===== src/rtl/sar_pkg.sv =====
// Shared types and helpers for the SAR conversion engine.
//   state_t    : FSM encoding (IDLE / CONVERT / DONE)
//   idx_width  : index width for n items, never below 1 bit
//   slice_lsb  : LSB position of channel ch inside the flat result bank
package sar_pkg;

    typedef enum logic [1:0] {
        ST_IDLE    = 2'd0,
        ST_CONVERT = 2'd1,
        ST_DONE    = 2'd2
    } state_t;

    function automatic int unsigned idx_width(input int unsigned n);
        return (n <= 1) ? 1 : $clog2(n);
    endfunction

    function automatic int unsigned slice_lsb(input int unsigned ch, input int unsigned res_bits);
        return ch * res_bits;
    endfunction

endpackage


===== src/rtl/sar_result_bank.sv =====
// Per-channel result register file.
//   clk, reset : clock, async active-high reset (clears every entry)
//   we         : write enable for one entry
//   wch, wdata : entry index and code to store
//   results    : flat read-out, channel k at [k*RES_BITS +: RES_BITS]
module sar_result_bank
    import sar_pkg::*;
#(
    parameter  int unsigned NUM_CH   = 8,
    parameter  int unsigned RES_BITS = 10,
    localparam int unsigned CH_W     = idx_width(NUM_CH)
) (
    input  logic                       clk,
    input  logic                       reset,
    input  logic                       we,
    input  logic [CH_W-1:0]            wch,
    input  logic [RES_BITS-1:0]        wdata,
    output logic [NUM_CH*RES_BITS-1:0] results
);

    // Each entry is only touched when its own channel is written.
    always_ff @(posedge clk or posedge reset) begin
        if (reset) begin
            results <= '0;
        end else begin
            for (int unsigned k = 0; k < NUM_CH; k++) begin
                if (we && (wch == CH_W'(k))) begin
                    results[slice_lsb(k, RES_BITS) +: RES_BITS] <= wdata;
                end
            end
        end
    end

endmodule


===== src/rtl/sar_collector.sv =====
// SAR conversion engine with per-channel result bank.
//   clk, reset      : clock, async active-high reset
//   start, ch_sel   : request a conversion of ch_sel (IDLE only)
//   scan_en         : after each accepted result, auto-convert the next channel
//   abort           : cancel a conversion in progress
//   cmp             : comparator decision for dac_code (1 = Vin >= Vdac)
//   dac_code        : current trial code, bit_onehot: bit under test
//   busy            : high in CONVERT and DONE
//   result_*        : valid/ready result handshake with channel and code
//   results         : flat bank of the last code per channel
module sar_collector
    import sar_pkg::*;
#(
    parameter  int unsigned NUM_CH   = 8,
    parameter  int unsigned RES_BITS = 10,
    localparam int unsigned CH_W     = idx_width(NUM_CH)
) (
    input  logic                       clk,
    input  logic                       reset,
    input  logic                       start,
    input  logic [CH_W-1:0]            ch_sel,
    input  logic                       scan_en,
    input  logic                       abort,
    input  logic                       cmp,
    output logic [RES_BITS-1:0]        dac_code,
    output logic [RES_BITS-1:0]        bit_onehot,
    output logic                       busy,
    output logic                       result_valid,
    input  logic                       result_ready,
    output logic [CH_W-1:0]            result_ch,
    output logic [RES_BITS-1:0]        result_data,
    output logic [NUM_CH*RES_BITS-1:0] results
);

    localparam int unsigned         IDX_W    = idx_width(RES_BITS);
    localparam logic [RES_BITS-1:0] MSB_CODE = RES_BITS'(1) << (RES_BITS - 1);
    localparam logic [IDX_W-1:0]    MSB_IDX  = IDX_W'(RES_BITS - 1);
    localparam logic [CH_W-1:0]     LAST_CH  = CH_W'(NUM_CH - 1);

    state_t              state, state_nxt;
    logic [IDX_W-1:0]    bit_idx, bit_idx_nxt;
    logic [CH_W-1:0]     cur_ch, cur_ch_nxt;
    logic [RES_BITS-1:0] dac_nxt, onehot_nxt, data_nxt;
    logic [CH_W-1:0]     rch_nxt;
    logic                busy_nxt, valid_nxt;
    logic [RES_BITS-1:0] code_c;
    logic                start_ok_c;
    logic                bank_we_c;

    // Out-of-range channel requests are dropped.
    assign start_ok_c = start && ({1'b0, ch_sel} < (CH_W + 1)'(NUM_CH));

    // Trial code with the bit under test resolved by the comparator.
    assign code_c = (dac_code & ~bit_onehot) | (cmp ? bit_onehot : '0);

    // State register.
    always_ff @(posedge clk or posedge reset) begin
        if (reset) begin
            state <= ST_IDLE;
        end else begin
            state <= state_nxt;
        end
    end

    // Next-state and next-output logic.
    always_comb begin
        state_nxt   = state;
        bit_idx_nxt = bit_idx;
        cur_ch_nxt  = cur_ch;
        dac_nxt     = dac_code;
        onehot_nxt  = bit_onehot;
        busy_nxt    = busy;
        valid_nxt   = result_valid;
        rch_nxt     = result_ch;
        data_nxt    = result_data;
        bank_we_c   = 1'b0;

        case (state)
            ST_IDLE: begin
                // start beats a simultaneous abort here
                if (start_ok_c) begin
                    state_nxt   = ST_CONVERT;
                    cur_ch_nxt  = ch_sel;
                    bit_idx_nxt = MSB_IDX;
                    dac_nxt     = MSB_CODE;
                    onehot_nxt  = MSB_CODE;
                    busy_nxt    = 1'b1;
                end
            end
            ST_CONVERT: begin
                if (abort) begin
                    state_nxt  = ST_IDLE;
                    dac_nxt    = '0;
                    onehot_nxt = '0;
                    busy_nxt   = 1'b0;
                end else if (bit_idx == '0) begin
                    state_nxt  = ST_DONE;
                    dac_nxt    = code_c;
                    onehot_nxt = '0;
                    valid_nxt  = 1'b1;
                    rch_nxt    = cur_ch;
                    data_nxt   = code_c;
                    bank_we_c  = 1'b1;
                end else begin
                    bit_idx_nxt = bit_idx - IDX_W'(1);
                    dac_nxt     = code_c | (bit_onehot >> 1);
                    onehot_nxt  = bit_onehot >> 1;
                end
            end
            ST_DONE: begin
                // result_valid is always set in DONE, so ready alone completes it
                if (result_ready) begin
                    valid_nxt = 1'b0;
                    if (scan_en) begin
                        state_nxt   = ST_CONVERT;
                        cur_ch_nxt  = (cur_ch == LAST_CH) ? '0 : cur_ch + CH_W'(1);
                        bit_idx_nxt = MSB_IDX;
                        dac_nxt     = MSB_CODE;
                        onehot_nxt  = MSB_CODE;
                    end else begin
                        state_nxt = ST_IDLE;
                        dac_nxt   = '0;
                        busy_nxt  = 1'b0;
                    end
                end
            end
            default: begin
                state_nxt  = ST_IDLE;
                dac_nxt    = '0;
                onehot_nxt = '0;
                busy_nxt   = 1'b0;
                valid_nxt  = 1'b0;
            end
        endcase
    end

    // Counter, trial register and registered outputs.
    always_ff @(posedge clk or posedge reset) begin
        if (reset) begin
            bit_idx      <= '0;
            cur_ch       <= '0;
            dac_code     <= '0;
            bit_onehot   <= '0;
            busy         <= 1'b0;
            result_valid <= 1'b0;
            result_ch    <= '0;
            result_data  <= '0;
        end else begin
            bit_idx      <= bit_idx_nxt;
            cur_ch       <= cur_ch_nxt;
            dac_code     <= dac_nxt;
            bit_onehot   <= onehot_nxt;
            busy         <= busy_nxt;
            result_valid <= valid_nxt;
            result_ch    <= rch_nxt;
            result_data  <= data_nxt;
        end
    end

    sar_result_bank #(
        .NUM_CH   (NUM_CH),
        .RES_BITS (RES_BITS)
    ) u_bank (
        .clk     (clk),
        .reset   (reset),
        .we      (bank_we_c),
        .wch     (cur_ch),
        .wdata   (code_c),
        .results (results)
    );

endmodule


===== config.mk =====
export PLATFORM = sky130hd
export DESIGN_NAME = sar_collector
export DESIGN_NICKNAME = d
export VERILOG_FILES = /design/src/rtl/sar_pkg.sv /design/src/rtl/sar_result_bank.sv /design/src/rtl/sar_collector.sv
export SDC_FILE = /design/constraint.sdc
export NUM_CORES = 1
export LEC_CHECK = 0
export ABC_AREA = 1
export BUFFER_PORTS_ARGS = -buffer_cell sky130_fd_sc_hd__buf_2
export CAP_MARGIN = 20
export CORE_MARGIN = 8
export CORE_UTILIZATION = 48
export DETAILED_ROUTE_END_ITERATION = 12
export PLACE_DENSITY_LB_ADDON = 0.3
export SKIP_LAST_GASP = 1
export SLEW_MARGIN = 5
export SYNTH_ARGS = -nofsm -noshare
export SYNTH_HDL_FRONTEND = slang
export SYNTH_SLANG_ARGS = --single-unit

===== constraint.sdc =====
create_clock -name clk -period 3.8 [get_ports clk]
set_clock_uncertainty 0.2 [all_clocks]
set_input_delay 0.19 -clock clk [delete_from_list [all_inputs] [get_ports clk]]
set_output_delay 0.19 -clock clk [all_outputs]
set_load 0.005 [all_outputs]

==> results of run 1 <==
worst max-delay path, stage by stage (launching register included):
cell and delay, ps:
dfrtp_1 430, inv_2 110, nand3b_1 160, nand2_1 430
o21ai_0 340, nand2_1 80, dlygate4sd3_1 570
registers in the layout (all words and copies together) (netlist names):
register and cells:
u_bank.results 80, dac_code 10, busy 1, result_ch 3, bit_idx 4, cur_ch 3
result_valid 1, state 2, result_data 10, bit_onehot 10
cell families after synthesis:
kind of cell | after synthesis | share of synthesized area
simple gates | 387 | 0.305
flops | 124 | 0.590
compound gates | 51 | 0.0485
buf+inv | 45 | 0.0362
fa+ha+maj | 8 | 0.0190
xor+xnor | 1 | 0.00167
how the worst max path moves through the flow:
stage,startpoint,endpoint,cells past startpoint
after floorplan,reset,bit_idx[0]$_DFFE_PP0P_,1
after global placement,bit_idx[0]$_DFFE_PP0P_,u_bank.results[0]$_DFFE_PP0P_,8
after detailed placement,bit_idx[0]$_DFFE_PP0P_,u_bank.results[50]$_DFFE_PP0P_,8
after CTS,state[0]$_DFFE_PP0P_,busy$_DFFE_PP0P_,6
after global routing,bit_idx[0]$_DFFE_PP0P_,u_bank.results[50]$_DFFE_PP0P_,8
final,state[0]$_DFFE_PP0P_,busy$_DFFE_PP0P_,6
layout make-up:
type	instances	share of cell area
flip-flops and latches	124	0.466
multi-input cells	447	0.295
repair buffers	138	0.112
clock buffers	24	0.0722
well taps	140	0.0263
inverters	30	0.0173
clock inverters	8	0.00978
metal layers:
metal,share of wire,GRT usage
met5,0,0
met4,0.016,0.0804
met3,0.074,0.0583
met2,0.48,0.328
met1,0.43,0.272
power groups by stage:
| stage | Combinational [uW] | Sequential, uW | Clock, uW |
|---|---|---|---|
| 6_report | 1030 | 1670 | 1480 |
| 5_1_grt | 1160 | 1690 | 1560 |
| 4_1_cts | 1040 | 1660 | 1490 |
| 3_5_place_dp | 1020 | 1680 | 0 |
| 3_3_place_gp | 980 | 1680 | 0 |
| 2_1_floorplan | 620 | 1670 | 0 |
placed cells by master, fill, tap and decap left out, types with 5 or more instances in the layout:
cell type	n
clkbuf_8	5
ha_1	8
nand2_1	319
buf_4	5
clkbuf_16	16
nand3_1	39
nor2_1	11
buf_2	124
clkinv_2	7
inv_1	27
o21ai_0	49
nand2_2	8
dlygate4sd3_1	9
dfrtp_1	124
Yosys cell counts:
library cell	n
nand4_2	1
dfrtp_1	124
a21oi_1	2
nor2_4	1
nor2_1	11
nand2_2	8
clkbuf_1	10
nor2_2	3
xnor2_1	1
nor2_8	3
o21ai_0	49
buf_2	2
buf_4	1
nand3b_1	2
clkinv_1	1
nand2_1	319
inv_2	1
buf_6	2
nand3_1	39
inv_1	28
ha_1	8
stage by stage:
step / setup WS, ps / hold slack, ps / util
after floorplan: 111 / 107 / -
after global placement: 1590 / 213 / 0.560
after detailed placement: 1470 / 228 / 0.560
after CTS: 1400 / 64.7 / 0.619
after global routing: 1190 / 122 / 0.619
final: 1370 / 82.7 / 0.619
==> metrics.md, run 1 <==
| Metric | Value |
|---|---|
| Critical path class | `register to register` |
| Synth area leader | `dfrtp_1` |
| Sort of element at the end of the critical path | `register` |
| Final setup violation count | `0` |
| Placer Congestion | `0.839` |
| Worst reg2reg startpoint | `state[0]$_DFFE_PP0P_` |
| TritonCTS Sinks | `124` |
| TritonCTS clock tree | `yes` |
| Hold Vio Cnt, Final | `0` |
| Post-cts gate resize count | `0` |
| Post-synthesis cell type count | `21` |
| Total area of multi-input combinational cells | `1970 um2` |
| Clock buffers created by TritonCTS | `17` |
| Static power due to leakage | `0.00410 uW` |
| Deepest clock path buffer count | `2` |
| Worst skew pair latency | `510 ps` |
| Iteration-0 DRC count of the detailed router | `454` |
| Switching portion of total power | `0.338` |
| Count of maximum capacitance violations | `0` |
| Post-synthesis area per instance | `8.54 um2` |
| Combinational share of power | `0.247` |
| Footprint of the flip-flops and latches | `3100 um2` |
| Half-perimeter wire length of the detailed placement result | `10100 um` |
| Flop pwr share | `0.399` |
| Data arrival time of the critical path | `2620 ps` |
| Clock transition at the registers of the reported paths | `60 ps` |
| Worst hold path type | `primary input to register` |
| Diode insertion count for antenna repair | `0` |
| Final period utilization | `0.639` |
| Largest cells by area after synthesis | `dfrtp_1, nand2_1, o21ai_0` |
| CP required | `3990 ps` |
| Number of buffer cells added on primary ports | `124` |
| Relative max-transition margin | `0.411` |
| Final standard cell count with taps included and fillers excluded | `911` |
| Core ar. | `10700 um2` |
| Internal reg-to-reg setup slack | `1370 ps` |
| Number of synthesized register bits | `124` |
| Antenna violations before repair | `0` |
| Post-synth net total | `634` |
| Synthesized cell area | `5260 um2` |
| Relative area change from synthesis to final layout | `26.5%` |
| First-pass iteration count of the detailed router | `5` |
| WL final | `14900 um` |
| Global-route wire length before repair | `24200 um` |
| Number of primary I/O pins | `125` |
| Sequential area share after synthesis | `0.590` |
| Post-Synthesis Cells | `616` |
| Post-layout net count | `776` |
| Horizontal die dimension | `121 um` |
| Placed Area | `6020 um2` |
| RSZ-0062 raised after global routing | `false` |
| Transition time of the tightest slew-check pin | `884 ps` |
| Master cell of the clock root buffer | `clkbuf_8` |
| Clk network pwr share | `0.354` |
| Maximum clock rate | `0.412 GHz` |
| Total congestion overflow after global routing | `0` |
| Fin area | `6650 um2` |
| Average wire length per cell after detail routing | `16.4 um` |
| Y dimension of the die | `121 um` |
| Power density relative to cell area | `628 nW/um2` |
| Hold_buf cts | `9` |
| Outcome | `finished clean` |
| Via count | `4673` |
| Proportion of netlist area held by the largest area contributor | `0.590` |
| Fill count | `935` |
| Postcts setup bufs | `0` |
| Number of antenna-violating nets in the routed design | `0` |
| Min-delay src | `cmp` |
| Maximum number of pins on one net before global-route repair | `71` |
| Net switching power | `1410 uW` |
| Row count | `38` |
| Vias in the first global route | `4607` |
| Share of final-layout standard cells stronger than drive strength 1 | `0.228` |
| Minimum clock period | `2430 ps` |
| Max-slew violation count | `0` |
| Type of origin of the critical path | `register` |
| Summed negative setup slack over all endpoints | `0 ps` |
| Hold Path Stages | `5` |
| Worst R2R End | `busy$_DFFE_PP0P_` |
| Power, Total | `4180 uW` |
| Count of H-tree levels built during CTS | `4` |
| Post-placement cell count | `870` |
| Hold Crit Endpoint | `result_data[6]$_DFFE_PP0P_` |
| Initial standard-cell utilization of the core | `0.489` |
| Largest fanout on the critical path | `22` |
| Cell-internal power | `2770 uW` |
| Worst vdd ir | `380 uV` |
| Worst reg-to-reg path cell count | `6` |
| Vias per std cell | `5.13` |
| Number of DRC violations after detailed routing | `0` |
| Die footprint | `14600 um2` |
| Warning count from the yosys run | `0` |
| Total global-route track usage | `0.210` |
Note: power is estimated with default switching activity, not from simulation.
==> run 2: changes to the inputs <==
clock period = 2.01 ns   (was 3.8 ns; I/O delays follow)
==> metrics.md, run 2 (synthesis gave the netlist of run 1 again) <==
| Metric | Value |
|---|---|
| Outcome | `finished clean` |
| Half-perimeter wire length of the detailed placement result | `10200 um` |
| Timing startpoint of the critical path | `bit_idx[0]$_DFFE_PP0P_` |
| Final core utilization | `0.638` |
| Largest register by flop count | `u_bank.results` |
| Initial standard-cell utilization of the core | `0.489` |
| Maximum number of pins on one net before global-route repair | `125` |
| CP required | `2230 ps` |
| Worst hold path type | `primary input to register` |
| Most used cells in the layout excluding fill and tap cells | `nand2_1, dfrtp_1, buf_2` |
| Combinational share of power | `0.262` |
| First-pass iteration count of the detailed router | `5` |
| Placer Congestion | `0.845` |
| Worst reg-to-reg path cell count | `8` |
| Gr busiest metal | `met2` |
| Type of origin of the critical path | `register` |
| Share of final-layout standard cells stronger than drive strength 1 | `0.245` |
| Internal reg-to-reg setup slack | `70 ps` |
| Max-slew violation count | `0` |
| Cell seen most often among critical-path stages | `nand2_1` |
| Worst-case setup slack after placement | `113 ps` |
| Worst R2R End | `bit_idx[0]$_DFFE_PP0P_` |
| Sort of element at the end of the critical path | `register` |
| Switching portion of total power | `0.335` |
| Final setup violation count | `0` |
| Row count | `38` |
| GR Util met3 | `0.0653` |
| Cell-internal power | `5470 uW` |
| Number of antenna-violating nets in the routed design | `0` |
| Post-layout net count | `793` |
| Average wire length per cell after detail routing | `16.4 um` |
| Critical path class | `register to register` |
| Worst vdd ir | `837 uV` |
| Worst reg2reg startpoint | `bit_idx[0]$_DFFE_PP0P_` |
| Worst skew pair latency | `530 ps` |
| Clk network pwr share | `0.354` |
| Total congestion overflow after global routing | `0` |
| GR Layer Usage met2 | `0.332` |
| Clock buffers created by TritonCTS | `17` |
| Diode insertion count for antenna repair | `0` |
| Max reg flops | `80` |
| RSZ-0062 raised after global routing | `true` |
| Vias per std cell | `5.13` |
| Clock transition at the registers of the reported paths | `60 ps` |
| Horizontal die dimension | `121 um` |
| Worst stage delay on the critical path | `390 ps` |
| Gate family responsible for the most delay along the worst path | `simple AND/OR/NAND/NOR gates` |
| Hold Vio Cnt, Final | `0` |
| TritonCTS Sinks | `124` |
| Final worst setup slack | `70.0 ps` |
| WL final | `15200 um` |
| Largest fanout on the critical path | `11` |
| Power density relative to cell area | `1200 nW/um2` |
| Slowest cell on the critical path | `dfrtp_1` |
| Most common cell after layout, fill and taps aside | `nand2_1` |
| Count of maximum capacitance violations | `0` |
| Power, Total | `8220 uW` |
| Deepest clock path buffer count | `2` |
| Maximum clock rate | `0.515 GHz` |
| Relative area change from synthesis to final layout | `30.4%` |
| Critical path depth | `8` |
| Count of H-tree levels built during CTS | `4` |
| TritonCTS clock tree | `yes` |
| Die footprint | `14600 um2` |
| Antenna violations before repair | `0` |
| Vias in the first global route | `4742` |
| Y dimension of the die | `121 um` |
| Number of primary I/O pins | `125` |
| Iteration-0 DRC count of the detailed router | `495` |
| Routing usage on met1 | `0.277` |
| Buffers and inverters on the worst path | `2` |
| Static power due to leakage | `0.00419 uW` |
| Number of DRC violations after detailed routing | `0` |
| Flop pwr share | `0.384` |
| Net switching power | `2750 uW` |
| Summed negative setup slack over all endpoints | `0 ps` |
| Total global-route track usage | `0.215` |
| Cell-by-cell listing of the critical path | `inv_1, ha_1, nand2_1, buf_4, nand2_1, nand2_1, nand2_1, nand2_1` |
| Number of buffer cells added on primary ports | `124` |
| Via count | `4760` |
| Master cell of the clock root buffer | `clkbuf_8` |
| Relative max-transition margin | `0.552` |
| Minimum clock period | `1940 ps` |
| Final period utilization | `0.965` |
| Transition time of the tightest slew-check pin | `672 ps` |
| Data arrival time of the critical path | `2160 ps` |
| Global-route wire length before repair | `24600 um` |
| Core ar. | `10700 um2` |
| Worst setup endpoint | `bit_idx[0]$_DFFE_PP0P_` |
==> run 2: cell count changes in the layout (fill, tap and decap cells not counted), moves of 2 or more <==
cell    before  now
buf_4        5   20
buf_12       0    2
nor2_2       3    1
nor2_4       1    3
==> run 2: worst min-delay path: cells and delay by family <==
family / cells / cell delay, ps
buffers and inverters: 2 / 280
AOI/OAI and AO/OA: 2 / 250
and+or+nand+nor: 1 / 70
==> run 2: routing by layer <==
layer	wire length (um)	part of all wire
met5	0	0
met4	257	0.017
met3	1180	0.077
met2	7330	0.48
met1	6480	0.42
==> run 2: power by group through the flow <==
stage	clock network [uW]	logic [uW]	registers, uW
floorplan	0	1170	3150
global placement	0	2010	3170
detailed placement	0	2080	3180
CTS	2950	2110	3150
global route	3060	2430	3200
finish	2910	2160	3160
==> run 2: what timing repair did <==
item / in CTS / in global routing
endpoints found under the setup margin: 0 / 17
hold buffers: 8 / 0
setup buffers: 0 / 1
endpoints found under the hold margin: 150 / 0
resized for setup: 0 / 3
==> run 2: worst min path at each step <==
| stage | start | end | slack [ps] | depth (start not counted) |
|---|---|---|---|---|
| floorplan | start | busy$_DFFE_PP0P_ | 20 | 2 |
| global placement | start | busy$_DFFE_PP0P_ | 120 | 3 |
| detailed placement | start | busy$_DFFE_PP0P_ | 120 | 3 |
| CTS | cmp | result_data[1]$_DFFE_PP0P_ | 5 | 5 |
| global route | cmp | result_data[7]$_DFFE_PP0P_ | 90 | 6 |
| finish | cmp | result_data[1]$_DFFE_PP0P_ | 30 | 5 |
==> run 2: layout make-up <==
cell class                      instances  area [um2]
Clock inverter                          8        90.1
Clock buffer                           24         470
Sequential cell                       124        3100
Tap cell                              140         175
Inverter                               30         116
Timing Repair Buffer                  155         916
Fill cell                             924        3890
Multi-Input combinational cell        447        1980
==> run 2: through the flow <==
step	hold WS [ps]	std cells	area, um2
4_1_cts	4.95	926	6800
6_report	32.3	928	6860
2_1_floorplan	17.3	616	5260
5_1_grt	88.2	928	6860
3_3_place_gp	123	886	6160
3_5_place_dp	123	886	6160
